$ cat config.mk
export PLATFORM = sky130hd
export DESIGN_NAME = register_bank_sb
export DESIGN_NICKNAME = d
export VERILOG_FILES = /design/src/rtl/register_bank_sb.sv
export SDC_FILE = /design/constraint.sdc
export NUM_CORES = 1
export LEC_CHECK = 0
export ABC_AREA = 0
export BUFFER_PORTS_ARGS = -buffer_cell sky130_fd_sc_hd__buf_4
export CAP_MARGIN = 20
export CORE_ASPECT_RATIO = 0.5
export CORE_UTILIZATION = 55
export DETAILED_ROUTE_END_ITERATION = 7
export PLACE_DENSITY = 0.79
export SYNTH_ARGS = -nofsm -noshare
export SYNTH_HDL_FRONTEND = slang
export SYNTH_SLANG_ARGS = --single-unit
$ cat constraint.sdc
create_clock -name CLK -period 5.3 [get_ports CLK]
set_input_delay 1.06 -clock CLK [delete_from_list [all_inputs] [get_ports CLK]]
set_output_delay 1.06 -clock CLK [all_outputs]
set_load 0.01 [all_outputs]
$ cat src/rtl/register_bank_sb.sv
// Register file with two combinational read ports, one byte-enabled write port,
// optional hardwired-zero register 0, optional write-to-read bypass and a pending-write scoreboard.
module register_bank_sb #(
  parameter int DATA_W   = 32,
  parameter int ADDR_W   = 4,
  parameter int ZERO_REG = 1,
  parameter int BYPASS   = 1
) (
  input  logic                  CLK,
  input  logic                  RESET,
  input  logic [ADDR_W-1:0]     RA,
  input  logic [ADDR_W-1:0]     RB,
  output logic [DATA_W-1:0]     PRA,
  output logic [DATA_W-1:0]     PRB,
  input  logic                  WE,
  input  logic [ADDR_W-1:0]     WC,
  input  logic [DATA_W-1:0]     WPC,
  input  logic [DATA_W/8-1:0]   WBE,
  input  logic                  RSV,
  input  logic [ADDR_W-1:0]     RSV_ADDR,
  output logic                  BUSY_A,
  output logic                  BUSY_B
);

  localparam int DEPTH   = 1 << ADDR_W;
  localparam int NB      = DATA_W / 8;
  localparam bit ZERO_EN = (ZERO_REG != 0);
  localparam bit BYP_EN  = (BYPASS != 0);

  logic [DATA_W-1:0] regs [DEPTH];
  logic [DEPTH-1:0]  busy;
  logic [DEPTH-1:0]  busy_next;

  logic              wr_ok;
  logic              rsv_ok;
  logic              hit_a;
  logic              hit_b;
  logic              rel_a;
  logic              rel_b;
  logic              zero_a;
  logic              zero_b;
  logic [DATA_W-1:0] rd_a;
  logic [DATA_W-1:0] rd_b;
  logic [DATA_W-1:0] byp_a;
  logic [DATA_W-1:0] byp_b;
  logic [DATA_W-1:0] wr_merged;

  assign wr_ok  = WE && !(ZERO_EN && (WC == '0));
  assign rsv_ok = RSV && !(ZERO_EN && (RSV_ADDR == '0));

  assign rd_a = regs[RA];
  assign rd_b = regs[RB];

  // The same byte merge feeds the stored write and both bypass paths.
  generate
    for (genvar gi = 0; gi < NB; gi++) begin : g_byte
      assign wr_merged[gi*8 +: 8] = WBE[gi] ? WPC[gi*8 +: 8] : regs[WC][gi*8 +: 8];
      assign byp_a[gi*8 +: 8]     = WBE[gi] ? WPC[gi*8 +: 8] : rd_a[gi*8 +: 8];
      assign byp_b[gi*8 +: 8]     = WBE[gi] ? WPC[gi*8 +: 8] : rd_b[gi*8 +: 8];
    end
  endgenerate

  // Reserve is applied after release so a new producer wins over the retiring one.
  always_comb begin
    busy_next = busy;
    if (WE) begin
      busy_next[WC] = 1'b0;
    end
    if (rsv_ok) begin
      busy_next[RSV_ADDR] = 1'b1;
    end
  end

  always_ff @(posedge CLK) begin
    if (!RESET) begin
      for (int i = 0; i < DEPTH; i++) begin
        regs[i] <= '0;
      end
      busy <= '0;
    end else begin
      if (wr_ok) begin
        regs[WC] <= wr_merged;
      end
      busy <= busy_next;
    end
  end

  assign zero_a = ZERO_EN && (RA == '0);
  assign zero_b = ZERO_EN && (RB == '0);
  assign hit_a  = BYP_EN && WE && (WC == RA);
  assign hit_b  = BYP_EN && WE && (WC == RB);

  // A same-cycle release only hides busy when no fresh reserve targets that register.
  assign rel_a = hit_a && !(rsv_ok && (RSV_ADDR == RA));
  assign rel_b = hit_b && !(rsv_ok && (RSV_ADDR == RB));

  assign PRA    = zero_a ? '0 : (hit_a ? byp_a : rd_a);
  assign PRB    = zero_b ? '0 : (hit_b ? byp_b : rd_b);
  assign BUSY_A = !zero_a && busy[RA] && !rel_a;
  assign BUSY_B = !zero_b && busy[RB] && !rel_b;

endmodule
# Yosys cells after proc, flatten, opt, wreduce, memory -nomap -nowiden
# Memory sizes are Yosys's and may differ from the RTL's.
# Index checks and enable logic that the tools add are counted.
[word_totals] reg_bits=16 ram_bits=512 in_bits=56 elab_cells=83 memories=1
[op_classes] n_lt_le_gt_ge=6 eq_ne=8 muxes=33 n_bitwise=3 reduce_logical=31
[mem_list] memory="regs" words=16 word_bits=32 rd=2 rd_ports_with_merged_regs=0 write_ports=16 line="30" rtl="logic [DATA_W-1:0] regs [DEPTH];"
[op_table] op="$mux W32" n=5
[op_table] op="$mux W8" n=12
[op_table] op="$mux W16" n=2
[op_table] op="$reduce_or A32 Y1" n=1
[op_table] op="$lt A4 B5 Y1 const B" n=4
[op_table] op="$and A16 B16 Y16" n=1
[op_table] op="$eq A4 B4 Y1" n=4
[op_table] op="$logic_not A4 Y1" n=4
[op_table] op="$not A16 Y16" n=1
[op_table] op="$or A16 B16 Y16" n=1
[op_table] op="$logic_and A1 B1 Y1" n=14
[op_table] op="$bmux W1 S4" n=2
[op_table] op="$demux W1 S4" n=2
[op_table] op="$ge A4 B1 Y1 const B" n=2
[op_table] op="$logic_not A1 Y1" n=8
[op_table] op="$mux W1" n=8
[op_table] op="$mux W4" n=2
[op_table] op="$reduce_and A2 Y1" n=4
[op_table] op="$ne A1 B1 Y1 const B" n=4

# Depth between registers and ports, before layout
[depth] word_depth=9 depth_mapped=9 depth_no_buf=4

# Worst setup path before layout
# OpenSTA, ideal clock, no wires.
[synth_timing] path_kind="in2out" start="input RA[0]" end="output PRA[29]" arrival_time_ns=2.569 required_time_ns=4.240 setup_slack_ns=1.671 stages=7 n_path_buf=3 path_cell_list="buf_4 > buf_6 > buf_2 > mux4_2 > a22o_1 > nor2_1 > o22ai_1"
[synth_via] elab_chain_cells=4 word_cells_on_any_way=7
[synth_rtl] element="from (decl)" line="11" rtl="input logic [ADDR_W-1:0] RA,"
[synth_rtl] element="$mem_v2 Z16 W32 or $eq A4 B4 Y1 (tied branches)"
[synth_rtl] element="$mux W8 or $logic_and A1 B1 Y1 (tied branches)" line="58, 90"
[synth_rtl] element="$mux W32" line="97" rtl="assign PRA = zero_a ? '0 : (hit_a ? byp_a : rd_a);"
[synth_rtl] element="$mux W32 *" line="97"
[synth_rtl] element="to (decl)" line="13" rtl="output logic [DATA_W-1:0] PRA,"
# Mark *: on every way between the ends. The rest lies on a longest branch, timed or not.

# Worst setup path in the final report
[layout_timing] start="input RA[2]" end="output PRA[7]"
# Same word-level chain as after synthesis.

==> reports/metrics.yaml <==
sta:
  min_period_ns: 5.19
  rsz0062_at_grt: "no"
  totalNegativeSetupSlack_ns: 0
  period_share_pct: 97.8
  slew_headroom_pct: 24.1
  worst_pin_slew_ns: 1.13
  drv_slew: 0
  hold_viol_final: 0
  fin_skew_ns: 0
  setup_violations: 0
  fmax_mhz: 193
power_and_ir_drop:
  clockPowerShare_pct: 36.1
  powerDensity_mw_per_mm2: 302
  switchingPower_mw: 2.43
  irDropWorstVdd_v: 0.000261
  internal_power_mw: 7.47
  p_sw_share_pct: 24.5
  seq_power_share_pct: 50.0
  share_comb_of_total_power_pct: 13.9
  p_leak_nw: 11.5
  power_mw: 9.90
synth:
  ys_ff_latch: 528
  muxShareOfSynthArea_pct: 20.4
  ys_seq_area_share_pct: 53.7
  synth_xor_area_share_pct: 0.480
  synth_fa_ha_area_share_pct: 0
  async_flop_share_pct: 0
  synth_edf_count: 512
  ys_types: 46
  post_synth_main_area_contributors: "edfxtp_1, mux4_2, and2_1, a22o_1, o21ai_0"
  syn_area_per_cell_um2: 14.0
  ys_warn_count: 0
  syn_area_mm2: 0.0292
  yosysTopAreaCell: "edfxtp_1"
  synth-compound-area-share_pct: 7.03
  synth_cells: 2085
  synth_top_area_share_pct: 52.6
  ys.flop_type: "edfxtp_1"
  synth-simple-area-share_pct: 15.5
  synth_top_family_by_area: "multiplexers"
clock_network:
  cts_setup_buffers: 0
  hold_buffers: 0
  path_clk_slew_ns: 0.06
  clock_latency_ns: 0.57
  cts_buffer_depth: 3
  htreeDepth: 2
  cts_resized: 0
  cts_tree: "built"
  cts_root_buffer: "clkbuf_16"
  cts_sinks: 528
  cts_buffers: 48
detailed_routing:
  vias_per_cell: 6.83
  detail-route-antenna-nets: 0
  wl_um: 83000
  drt_iter0_drc: 2991
  drc_errors: 0
  vias: 20200
  dr.pass1.iters: 6
  wl_per_cell_um: 28.1
placement:
  gp_congestion: 0.929
  port_buffers: 121
  dpl.hpwl_um: 56500
grt:
  grt_pass1_vias: 19600
  overflow: 0
  grt_max_degree: 79
  grtUsageTotal_pct: 30.7
  grt_pass1_wl_um: 122000
  antenna_found_initial: 1
floorplanning:
  die_h_um: 165
  die_w_um: 328
  start_util_pct: 56.0
  ios: 122
  die-area_mm2: 0.0541
  core_area_mm2: 0.0522
  rows: 59
cells_and_area:
  n_antenna_cell: 0
  drive_gt1_share_pct: 25.2
  ff_latch_area_mm2: 0.0157
  nNetsFinal: 2277
  multi_input_area_mm2: 0.0129
  fill_cells: 3643
  area_growth_pct: 12.2
critical_path:
  crit_type: "in -> out"
  cp_max_fo: 22
  cp.required_ns: 4.24
  r2r-end: "busy[12]$_SDFF_PN0_"
  ff2ff_path_depth: 2
  cp-end-kind: "output pin"
  cp_data_arrival_time_ns: 4.13
  crit_end: "PRA[7]"
  timing.critical_path.from: "RA[2]"
  critPathLaunchType: "input port"
  reg2reg_slack_ns: 4.60
  r2r_start: "busy[12]$_SDFF_PN0_"
run:
  cap_violations: 0
run_status:
  status: "completed"
worst_hold_path:
  min_path_type: "reg -> reg"
-- metrics by stage --
| step | area [µm²] | utilization [%] | cells | setup slack (ns) | hold WS (ns) |
|---|---|---|---|---|---|
| finish | 32800 | 62.8 | 2954 | 0.114 | 0.484 |
| global route | 32800 | 62.8 | 2954 | 0.0658 | 0.504 |
| CTS | 32800 | 62.8 | 2953 | 0.182 | 0.485 |
| detailed placement | 31200 | 59.8 | 2871 | 0.192 | 0.471 |
| global placement | 31200 | 59.8 | 2871 | 0.316 | 0.450 |
| floorplan | 29300 | - | 2116 | 1.67 | 0.437 |
-- cell usage after synthesis, types with 4 or more instances --
library cell and n:
clkbuf_1 100, xor2_1 8, mux2i_1 40, edfxtp_1 512
buf_2 47, nor2_1 124, o22ai_1 23, nor2b_1 8
nand3_1 10, a21oi_1 15, xnor2_1 8, a22o_1 106
or3_1 4, or2_2 6, o2111a_1 4, dfxtp_1 16
o21ai_0 106, buf_6 9, buf_4 11, mux4_2 247
inv_1 4, nand4_1 40, and2_1 514, a22oi_1 28
nand2_1 41, nand4b_1 6, a31o_2 7, nand2b_1 13
-- power groups by stage --
| stage | Clock (mW) | Sequential, mW | Combinational [mW] |
|---|---|---|---|
| 4_1_cts | 3.57 | 4.94 | 1.36 |
| 3_3_place_gp | 0 | 5.00 | 1.33 |
| 2_1_floorplan | 0 | 4.96 | 0.869 |
| 6_report | 3.57 | 4.95 | 1.38 |
| 3_5_place_dp | 0 | 5.02 | 1.35 |
| 5_1_grt | 3.73 | 4.96 | 1.44 |
-- worst max-delay path, cell delays in order --
cell and delay [ns]:
buf_4 0.22, nor3_2 0.93, nand2b_1 0.82, and4_1 0.62
a22o_1 0.29, buf_4 0.14
-- how the worst min path moves through the flow --
stage               slack [ns]                from  cells after the start                 end
global placement          0.45  busy[0]$_SDFF_PN0_                      1  busy[0]$_SDFF_PN0_
CTS                       0.49  busy[0]$_SDFF_PN0_                      1  busy[0]$_SDFF_PN0_
detailed placement        0.47  busy[0]$_SDFF_PN0_                      1  busy[0]$_SDFF_PN0_
finish                    0.48  busy[0]$_SDFF_PN0_                      1  busy[0]$_SDFF_PN0_
floorplan                 0.44  busy[0]$_SDFF_PN0_                      1  busy[0]$_SDFF_PN0_
global route              0.50  busy[0]$_SDFF_PN0_                      1  busy[0]$_SDFF_PN0_
-- logic make-up (layout without fill, tap and decap cells) --
logic type,Yosys count,count (layout)
AND/OR/NAND/NOR,783,783
flip-flops,528,528
AO/OA/AOI/OAI,296,296
multiplexers,287,287
buffers and inverters,174,311
XOR/XNOR,16,16
other,1,32
-- layout by cell type, fill, tap and decap left out, types with 3 or more instances in the layout --
master / count
o211a_1: 3
buf_4: 214
buf_12: 6
and2_1: 514
nor2_1: 121
a21oi_1: 15
nand2_1: 41
o22ai_1: 23
clkbuf_1: 7
or4b_2: 3
nor2b_1: 4
nand3_1: 10
mux4_2: 247
or4_1: 3
conb_1: 32
bufinv_16: 6
clkinvlp_4: 3
clkbuf_16: 49
o21ai_0: 106
dfxtp_1: 16
nand4b_1: 6
or3_1: 4
clkbuf_8: 4
a31o_2: 7
a22o_1: 106
a22oi_1: 28
inv_1: 4
mux2i_1: 40
o2111a_1: 4
nand4_1: 40
clkinv_2: 5
clkinv_1: 9
xor2_1: 8
or2_2: 6
nand2b_1: 13
edfxtp_1: 512
xnor2_1: 8
-- routing by layer --
layer	vias up	routed length, µm	track usage (%)
li1	8339	-	-
met1	10000	30300	40.6
met2	1546	38900	48.7
met3	230	10600	7.72
met4	0	3200	12.9
met5	-	0	0
-- registers in the layout, indices dropped and copies added (netlist names) --
signal and count:
regs 512, busy 16
-- cell type report --
type	count	area share, %
flip-flops and latches	528	47.9
repair buffers	224	5.41
well taps	701	2.67
clock inverters	22	0.786
inverters	5	0.0572
clock buffers	60	3.99
multi-input cells	1414	39.2
No activity file was read; power rests on OpenSTA's default activity.
